**src/rtl/pipe_stage_chain_if.sv**
```systemverilog
// Bundle of the entry, control, stage-view and lookup signals of pipe_stage_chain.
// master: the core side driving entries and lookups; slave: the stage chain itself.
interface pipe_stage_chain_if #(
  parameter int unsigned WIDTH = 32,
  parameter int unsigned DEPTH = 3,
  parameter int unsigned AW    = 5
);
  localparam int unsigned SELW = $clog2(DEPTH + 1);

  logic                   in_valid;
  logic [WIDTH-1:0]       in_data;
  logic [AW-1:0]          in_rd;
  logic                   in_regwr;
  logic                   in_isload;
  logic                   stall;
  logic [DEPTH-1:0]       flush;
  logic [AW-1:0]          rs1_addr;
  logic [AW-1:0]          rs2_addr;
  logic                   in_ready;
  logic [DEPTH-1:0]       stg_valid;
  logic [DEPTH*WIDTH-1:0] stg_data;
  logic [DEPTH*AW-1:0]    stg_rd;
  logic [SELW-1:0]        fwd1_sel;
  logic [SELW-1:0]        fwd2_sel;
  logic [WIDTH-1:0]       fwd1_data;
  logic [WIDTH-1:0]       fwd2_data;
  logic                   hazard;

  modport master (
    output in_valid, in_data, in_rd, in_regwr, in_isload, stall, flush, rs1_addr, rs2_addr,
    input  in_ready, stg_valid, stg_data, stg_rd, fwd1_sel, fwd2_sel, fwd1_data, fwd2_data,
           hazard
  );

  modport slave (
    input  in_valid, in_data, in_rd, in_regwr, in_isload, stall, flush, rs1_addr, rs2_addr,
    output in_ready, stg_valid, stg_data, stg_rd, fwd1_sel, fwd2_sel, fwd1_data, fwd2_data,
           hazard
  );
endinterface

```
**src/rtl/pipe_stage_chain.sv**
```systemverilog
// Parametrised chain of DEPTH pipeline registers (stage 0 youngest, DEPTH-1 oldest) with
// stall/flush control and the rs1/rs2 forwarding and load-use hazard lookup.
// Build option PIPE_FWD_EN: when defined, forwarding muxes are present and only a load in
// stage 0 raises hazard; when undefined, forwarding outputs are 0 and any in-flight writer
// of a source register raises hazard until it drains.
// State updates on the falling clock edge; clr is a synchronous active-low reset.
module pipe_stage_chain #(
  parameter int unsigned WIDTH = 32,
  parameter int unsigned DEPTH = 3,
  parameter int unsigned AW    = 5
) (
  input logic               clk,
  input logic               clr,
  pipe_stage_chain_if.slave bus
);
  localparam int unsigned SELW = $clog2(DEPTH + 1);

  logic [DEPTH-1:0]            valid_q, valid_d;
  logic [DEPTH-1:0]            regwr_q, regwr_d;
  logic [DEPTH-1:0]            isload_q, isload_d;
  logic [DEPTH-1:0][WIDTH-1:0] data_q, data_d;
  logic [DEPTH-1:0][AW-1:0]    rd_q, rd_d;

  logic [DEPTH-1:0] stg_valid;
  logic [DEPTH-1:0] match1, match2;
  logic [SELW-1:0]  fwd1_sel, fwd2_sel;
  logic [WIDTH-1:0] fwd1_data, fwd2_data;
  logic             hazard;

  // Only the stage-0 load flag feeds the hazard; the rest just travels with the entry.
  logic unused_isload;
  assign unused_isload = ^isload_q;

  // Next-state: shift, stall (hold stage 0, bubble into stage 1), then flush masks valid.
  always_comb begin
    valid_d  = valid_q;
    regwr_d  = regwr_q;
    isload_d = isload_q;
    data_d   = data_q;
    rd_d     = rd_q;

    if (!bus.stall) begin
      valid_d[0]  = bus.in_valid;
      regwr_d[0]  = bus.in_regwr;
      isload_d[0] = bus.in_isload;
      data_d[0]   = bus.in_data;
      rd_d[0]     = bus.in_rd;
    end

    if (bus.stall) begin
      valid_d[1]  = 1'b0;
      regwr_d[1]  = 1'b0;
      isload_d[1] = 1'b0;
      data_d[1]   = '0;
      rd_d[1]     = '0;
    end else begin
      valid_d[1]  = valid_q[0];
      regwr_d[1]  = regwr_q[0];
      isload_d[1] = isload_q[0];
      data_d[1]   = data_q[0];
      rd_d[1]     = rd_q[0];
    end

    for (int unsigned i = 2; i < DEPTH; i++) begin
      valid_d[i]  = valid_q[i-1];
      regwr_d[i]  = regwr_q[i-1];
      isload_d[i] = isload_q[i-1];
      data_d[i]   = data_q[i-1];
      rd_d[i]     = rd_q[i-1];
    end

    // Flush clears valid only; payload is still loaded (and held under stall).
    valid_d = valid_d & ~bus.flush;
  end

  // Stage registers, falling-edge, synchronous active-low clear overriding stall/flush.
  always_ff @(negedge clk) begin
    if (!clr) begin
      valid_q  <= '0;
      regwr_q  <= '0;
      isload_q <= '0;
      data_q   <= '0;
      rd_q     <= '0;
    end else begin
      valid_q  <= valid_d;
      regwr_q  <= regwr_d;
      isload_q <= isload_d;
      data_q   <= data_d;
      rd_q     <= rd_d;
    end
  end

  assign stg_valid = valid_q & regwr_q;

  // Per-stage source match; register 0 never matches.
  always_comb begin
    match1 = '0;
    match2 = '0;
    for (int unsigned i = 0; i < DEPTH; i++) begin
      match1[i] = stg_valid[i] && (rd_q[i] == bus.rs1_addr) && (bus.rs1_addr != '0);
      match2[i] = stg_valid[i] && (rd_q[i] == bus.rs2_addr) && (bus.rs2_addr != '0);
    end
  end

`ifdef PIPE_FWD_EN
  // Priority select: scan oldest to youngest so the youngest match is written last.
  always_comb begin
    fwd1_sel  = '0;
    fwd2_sel  = '0;
    fwd1_data = '0;
    fwd2_data = '0;
    for (int i = DEPTH - 1; i >= 0; i--) begin
      if (match1[i]) begin
        fwd1_sel  = SELW'(i + 1);
        fwd1_data = data_q[i];
      end
      if (match2[i]) begin
        fwd2_sel  = SELW'(i + 1);
        fwd2_data = data_q[i];
      end
    end
  end

  // Load-use: a load's data is not available until it reaches stage 1.
  assign hazard = (match1[0] | match2[0]) & isload_q[0];
`else
  assign fwd1_sel  = '0;
  assign fwd2_sel  = '0;
  assign fwd1_data = '0;
  assign fwd2_data = '0;

  // Without forwarding, ID waits for any in-flight writer of a source to drain.
  assign hazard = |(match1 | match2);
`endif

  assign bus.in_ready  = ~bus.stall;
  assign bus.stg_valid = stg_valid;
  assign bus.stg_data  = data_q;
  assign bus.stg_rd    = rd_q;
  assign bus.fwd1_sel  = fwd1_sel;
  assign bus.fwd2_sel  = fwd2_sel;
  assign bus.fwd1_data = fwd1_data;
  assign bus.fwd2_data = fwd2_data;
  assign bus.hazard    = hazard;

endmodule

```
**src/flat_wrapper.sv**
```systemverilog
// flat-port wrapper written by rule: the top's interface ports become plain ports
module pipe_stage_chain_flat 
#(
  parameter int unsigned WIDTH = 32,
  parameter int unsigned DEPTH = 3,
  parameter int unsigned AW    = 5
)
  (clk, clr, bus_in_valid, bus_in_data, bus_in_rd, bus_in_regwr, bus_in_isload, bus_stall, bus_flush, bus_rs1_addr, bus_rs2_addr, bus_in_ready, bus_stg_valid, bus_stg_data, bus_stg_rd, bus_fwd1_sel, bus_fwd2_sel, bus_fwd1_data, bus_fwd2_data, bus_hazard);
  pipe_stage_chain_if #(.WIDTH(WIDTH), .DEPTH(DEPTH), .AW(AW)) bus_i ();
  input logic clk;
  input logic clr;
  input wire logic [$bits(bus_i.in_valid)-1:0] bus_in_valid;
  input wire logic [$bits(bus_i.in_data)-1:0] bus_in_data;
  input wire logic [$bits(bus_i.in_rd)-1:0] bus_in_rd;
  input wire logic [$bits(bus_i.in_regwr)-1:0] bus_in_regwr;
  input wire logic [$bits(bus_i.in_isload)-1:0] bus_in_isload;
  input wire logic [$bits(bus_i.stall)-1:0] bus_stall;
  input wire logic [$bits(bus_i.flush)-1:0] bus_flush;
  input wire logic [$bits(bus_i.rs1_addr)-1:0] bus_rs1_addr;
  input wire logic [$bits(bus_i.rs2_addr)-1:0] bus_rs2_addr;
  output wire logic [$bits(bus_i.in_ready)-1:0] bus_in_ready;
  output wire logic [$bits(bus_i.stg_valid)-1:0] bus_stg_valid;
  output wire logic [$bits(bus_i.stg_data)-1:0] bus_stg_data;
  output wire logic [$bits(bus_i.stg_rd)-1:0] bus_stg_rd;
  output wire logic [$bits(bus_i.fwd1_sel)-1:0] bus_fwd1_sel;
  output wire logic [$bits(bus_i.fwd2_sel)-1:0] bus_fwd2_sel;
  output wire logic [$bits(bus_i.fwd1_data)-1:0] bus_fwd1_data;
  output wire logic [$bits(bus_i.fwd2_data)-1:0] bus_fwd2_data;
  output wire logic [$bits(bus_i.hazard)-1:0] bus_hazard;
  assign bus_i.in_valid = bus_in_valid;
  assign bus_i.in_data = bus_in_data;
  assign bus_i.in_rd = bus_in_rd;
  assign bus_i.in_regwr = bus_in_regwr;
  assign bus_i.in_isload = bus_in_isload;
  assign bus_i.stall = bus_stall;
  assign bus_i.flush = bus_flush;
  assign bus_i.rs1_addr = bus_rs1_addr;
  assign bus_i.rs2_addr = bus_rs2_addr;
  assign bus_in_ready = bus_i.in_ready;
  assign bus_stg_valid = bus_i.stg_valid;
  assign bus_stg_data = bus_i.stg_data;
  assign bus_stg_rd = bus_i.stg_rd;
  assign bus_fwd1_sel = bus_i.fwd1_sel;
  assign bus_fwd2_sel = bus_i.fwd2_sel;
  assign bus_fwd1_data = bus_i.fwd1_data;
  assign bus_fwd2_data = bus_i.fwd2_data;
  assign bus_hazard = bus_i.hazard;
  pipe_stage_chain #(.WIDTH(WIDTH), .DEPTH(DEPTH), .AW(AW)) u_core (.clk(clk), .clr(clr), .bus(bus_i));
endmodule
```
**config.mk**
```make
export PLATFORM = sky130hd
export DESIGN_NAME = pipe_stage_chain_flat
export DESIGN_NICKNAME = d
export VERILOG_FILES = /design/src/rtl/pipe_stage_chain_if.sv /design/src/rtl/pipe_stage_chain.sv /design/src/flat_wrapper.sv
export SDC_FILE = /design/constraint.sdc
export NUM_CORES = 1
export LEC_CHECK = 0
export CORE_MARGIN = 3
export CORE_UTILIZATION = 35
export CTS_CLUSTER_DIAMETER = 50
export DETAILED_ROUTE_END_ITERATION = 10
export PLACE_DENSITY = 0.76
export SKIP_CTS_REPAIR_TIMING = 1
export SLEW_MARGIN = 5
export SYNTH_ARGS = -nofsm -noshare
export SYNTH_HDL_FRONTEND = slang
export SYNTH_SLANG_ARGS = --single-unit
```
**constraint.sdc**
```tcl
create_clock -name clk -period 1.46 [get_ports clk]
set_clock_uncertainty 0.2 [all_clocks]
set_input_delay 0.219 -clock clk [delete_from_list [all_inputs] [get_ports clk]]
set_output_delay 0.219 -clock clk [all_outputs]
set_load 0.1 [all_outputs]
```
# Word-level counts from Yosys, hierarchy flattened
# Index checks and enable logic that the tools add are counted.
dict set report word_totals {
  regBits 117
  inputBits 56
  output_inout_bits 184
  wordCells 40
}
dict set report op_classes {
  n_eq_ne 6
  mux 2
  n_bitwise 6
  reduce_logical 16
}
# cell n
set op_table {}
lappend op_table {{$eq 5x5->1} 6}
lappend op_table {{$logic_and 1x1->1} 12}
lappend op_table {{$reduce_bool 5->1} 2}
lappend op_table {{$and 3x3->3} 2}
lappend op_table {{$not 3->3} 1}
lappend op_table {{$or 3x3->3} 1}
lappend op_table {{$reduce_or 3->1} 1}
lappend op_table {{$mux 1} 2}
lappend op_table {{$not 1->1} 2}
lappend op_table {{$reduce_or 2->1} 1}

# Depth between registers and ports, before layout
# Gate-level depths: netlist of run 1.
dict set report depth {
  depth_word 5
  ltp_mapped 5
  depth_no_buf 5
}

==> impl_metrics.json, run 1 <==
{
  "critPathSlowestCell": "dfxtp_4",
  "dieArea_um2": 14100,
  "die_y_um": 119,
  "fin_tns_setup_ns": -77.84,
  "placedCellCount": 789,
  "cts-htree-levels": 4,
  "async_reset_ff_frac": 0,
  "initial_core_util": 0.364,
  "synthToLayoutAreaGrowth_pct": 118,
  "finish.utilization": 0.795,
  "netlist_instances": 416,
  "track_usage": 0.187,
  "num_rows": 40,
  "antenna_found_initial": 0,
  "reg2regPathDepth": 3,
  "fp.dieW_um": 119,
  "cap_violations": 0,
  "ys_top_cells_by_count": "dfxtp_1 (117), and2_1 (79), buf_4 (68)",
  "arrival_ns": 2.48,
  "slowest_delay_ns": 0.35,
  "numCtsBuffers": 17,
  "syn_avg_cell_area_um2": 10.7,
  "synth_warnings": 0,
  "fin_cells": 953,
  "reg2reg_from": "u_core.bus.stg_data[25]",
  "rsz0062_at_grt": "true",
  "path_cells": "xnor2_2, nand3_2, nor4_2, o21ai_2, nand3_4, buf_12",
  "place_ws_ns": -0.974,
  "holdPathStages": 2,
  "cts-root-buf": "clkbuf_16",
  "irDropWorstVdd_mv": 0.998,
  "cp-end-kind": "primary output",
  "clk_latency_ns": 0.47,
  "synth_edf_count": 0,
  "crit_family": "simple AND/OR/NAND/NOR gates",
  "clk_path_buf_depth": 2,
  "fin_nets": 828,
  "drt_first_pass_iters": 4,
  "io_buffers": 170,
  "synth.distinct_cells": 20,
  "reg2reg_setup_slack_ns": 0.40,
  "worstPathRequired_ns": 1.04,
  "crit_fanout": 3,
  "fin_ws_ns": -1.44,
  "final_layout_size_suffix_gt1_frac": 0.482,
  "gp_congestion": 0.975,
  "via_per_inst": 4.17,
  "vias": 3972,
  "dp_hpwl_mm": 9.52,
  "ys_seq_elements": 117,
  "power_mw": 11.8,
  "drc_errors": 0,
  "grt.overflow.total": 0,
  "critPathKind": "flip-flop to primary output",
  "grt_max_degree": 43,
  "clkSinkCount": 117,
  "timing.hold.ws_ns": 0.261,
  "grt_pass1_wl_mm": 20.7,
  "p_leak_nw": 4.65,
  "wirelength_mm": 14.6,
  "synth.area.top_cells": "dfxtp_1 (52%), buf_4 (11%), and2_1 (11%)",
  "synth_top_area_share": 0.525,
  "finalHoldViolCount": 0,
  "ys.flop_type": "dfxtp_1",
  "antennaDiodeCount": 0,
  "wl_per_cell_um": 15.3,
  "hold_class": "flip-flop to flip-flop",
  "rr_endpoint": "u_core.bus.stg_data[25]",
  "clkTransAtPathRegs_ns": 0.04,
  "tritoncts": "yes",
  "drt_iter0_markers": 95,
  "status": "complete, but fails checks",
  "pwr_density_cell_nw_per_um2": 1210,
  "netlist_area_um2": 4460,
  "min_from": "u_core.valid_q[1]",
  "place_area_um2": 8120,
  "ant_nets": 0,
  "finalInstanceArea_um2": 9750,
  "cp-start-kind": "flip-flop",
  "setup_viol": 153,
  "grt_pass1_vias": 4374,
  "cp.buffers_inverters": 1,
  "ios": 240,
  "drv_slew": 0,
  "violations": "negative setup slack",
  "core_um2": 12300,
  "synth_area_leader_cell": "dfxtp_1",
  "ys_seq_area_frac": 0.525,
  "holdPathEnd": "u_core.valid_q[2]",
  "synth.most_common_cell": "dfxtp_1"
}
## where the power goes
| part | internal (mW) | switching, mW | total (mW) |
|---|---|---|---|
| logic | 0.845 | 1.83 | 2.68 |
| registers | 3.19 | 0.116 | 3.31 |
| clock network | 3.44 | 2.35 | 5.79 |
| total | 7.48 | 4.30 | 11.8 |
## sequential cells by signal (all words and copies together), names as in the netlist
register             flops
u_core.bus.stg_data     96
u_core.bus.stg_rd       15
u_core.regwr_q           3
u_core.valid_q           3
## cell usage in the layout, fill, tap and decap left out, types with 3 or more instances in the layout
master             n
dfxtp_2            5
buf_4             35
and2_4            24
nand3_1            4
nor4_2             3
and2_1            55
xnor2_2            5
buf_6             21
mux2i_1           36
xor2_1            12
inv_1            120
dfxtp_4          111
clkdlybuf4s50_1   43
clkbuf_16         23
conb_1            68
dlymetal6s2s_1     9
xnor2_1           12
nor2b_1           38
buf_12           123
bufinv_16          5
clkinvlp_2         3
## area by class of cell
class	instances	area (µm²)
clock buffer	17	425
clock inverter	132	646
fill	689	2520
inverter	1	7.51
multi-input combinational	279	1990
sequential	117	2770
tap	168	210
timing repair buffer	239	3700
## cell families (layout without fill, tap and decap cells)
group                     after synthesis  in the layout  synth area share
AOI/OAI and AO/OA                       3              3           0.00336
xor gates and xnor gates               30             30            0.0589
buffers and inverters                  87            389             0.131
DFF                                   117            117             0.525
muxes                                  39             39            0.0875
other                                   1             68          0.000840
and+or+nand+nor                       139            139             0.193
## metal layers
metal / vias to the layer above / wire (µm) / global-route usage
met4: 0 / 342 / 0.112
met1: 1859 / 5000 / 0.161
li1: 1913 / - / -
met2: 170 / 8170 / 0.334
met5: - / 0 / 0
met3: 30 / 1050 / 0.106
## worst reg2reg max path: cells and delay by family, from the launching register on
| family | cells | cell delay, ns |
|---|---|---|
| buffers and inverters | 1 | 0.14 |
| muxes | 1 | 0.17 |
| and+or+nand+nor | 1 | 0.08 |
| DFF | 1 | 0.37 |
## worst max path at each step
| stage | start | to | slack (ns) | cells past startpoint |
|---|---|---|---|---|
| floorplan | u_core.bus.stg_rd[9] | bus_hazard | -1.04 | 5 |
| global placement | u_core.bus.stg_rd[12] | bus_hazard | -0.89 | 6 |
| detailed placement | u_core.bus.stg_rd[9] | bus_hazard | -0.97 | 6 |
| CTS | u_core.bus.stg_rd[9] | bus_hazard | -1.43 | 6 |
| global route | u_core.bus.stg_rd[14] | bus_hazard | -1.51 | 6 |
| finish | u_core.bus.stg_rd[2] | bus_hazard | -1.44 | 6 |
Power figures use the tool's default switching activity.
==> inputs of run 2 (changes only) <==
- ABC_CLOCK_PERIOD_IN_PS: unset -> 1460
==> results of run 2 <==
The final DEF is identical to that of run 1; final timing and power are the same.
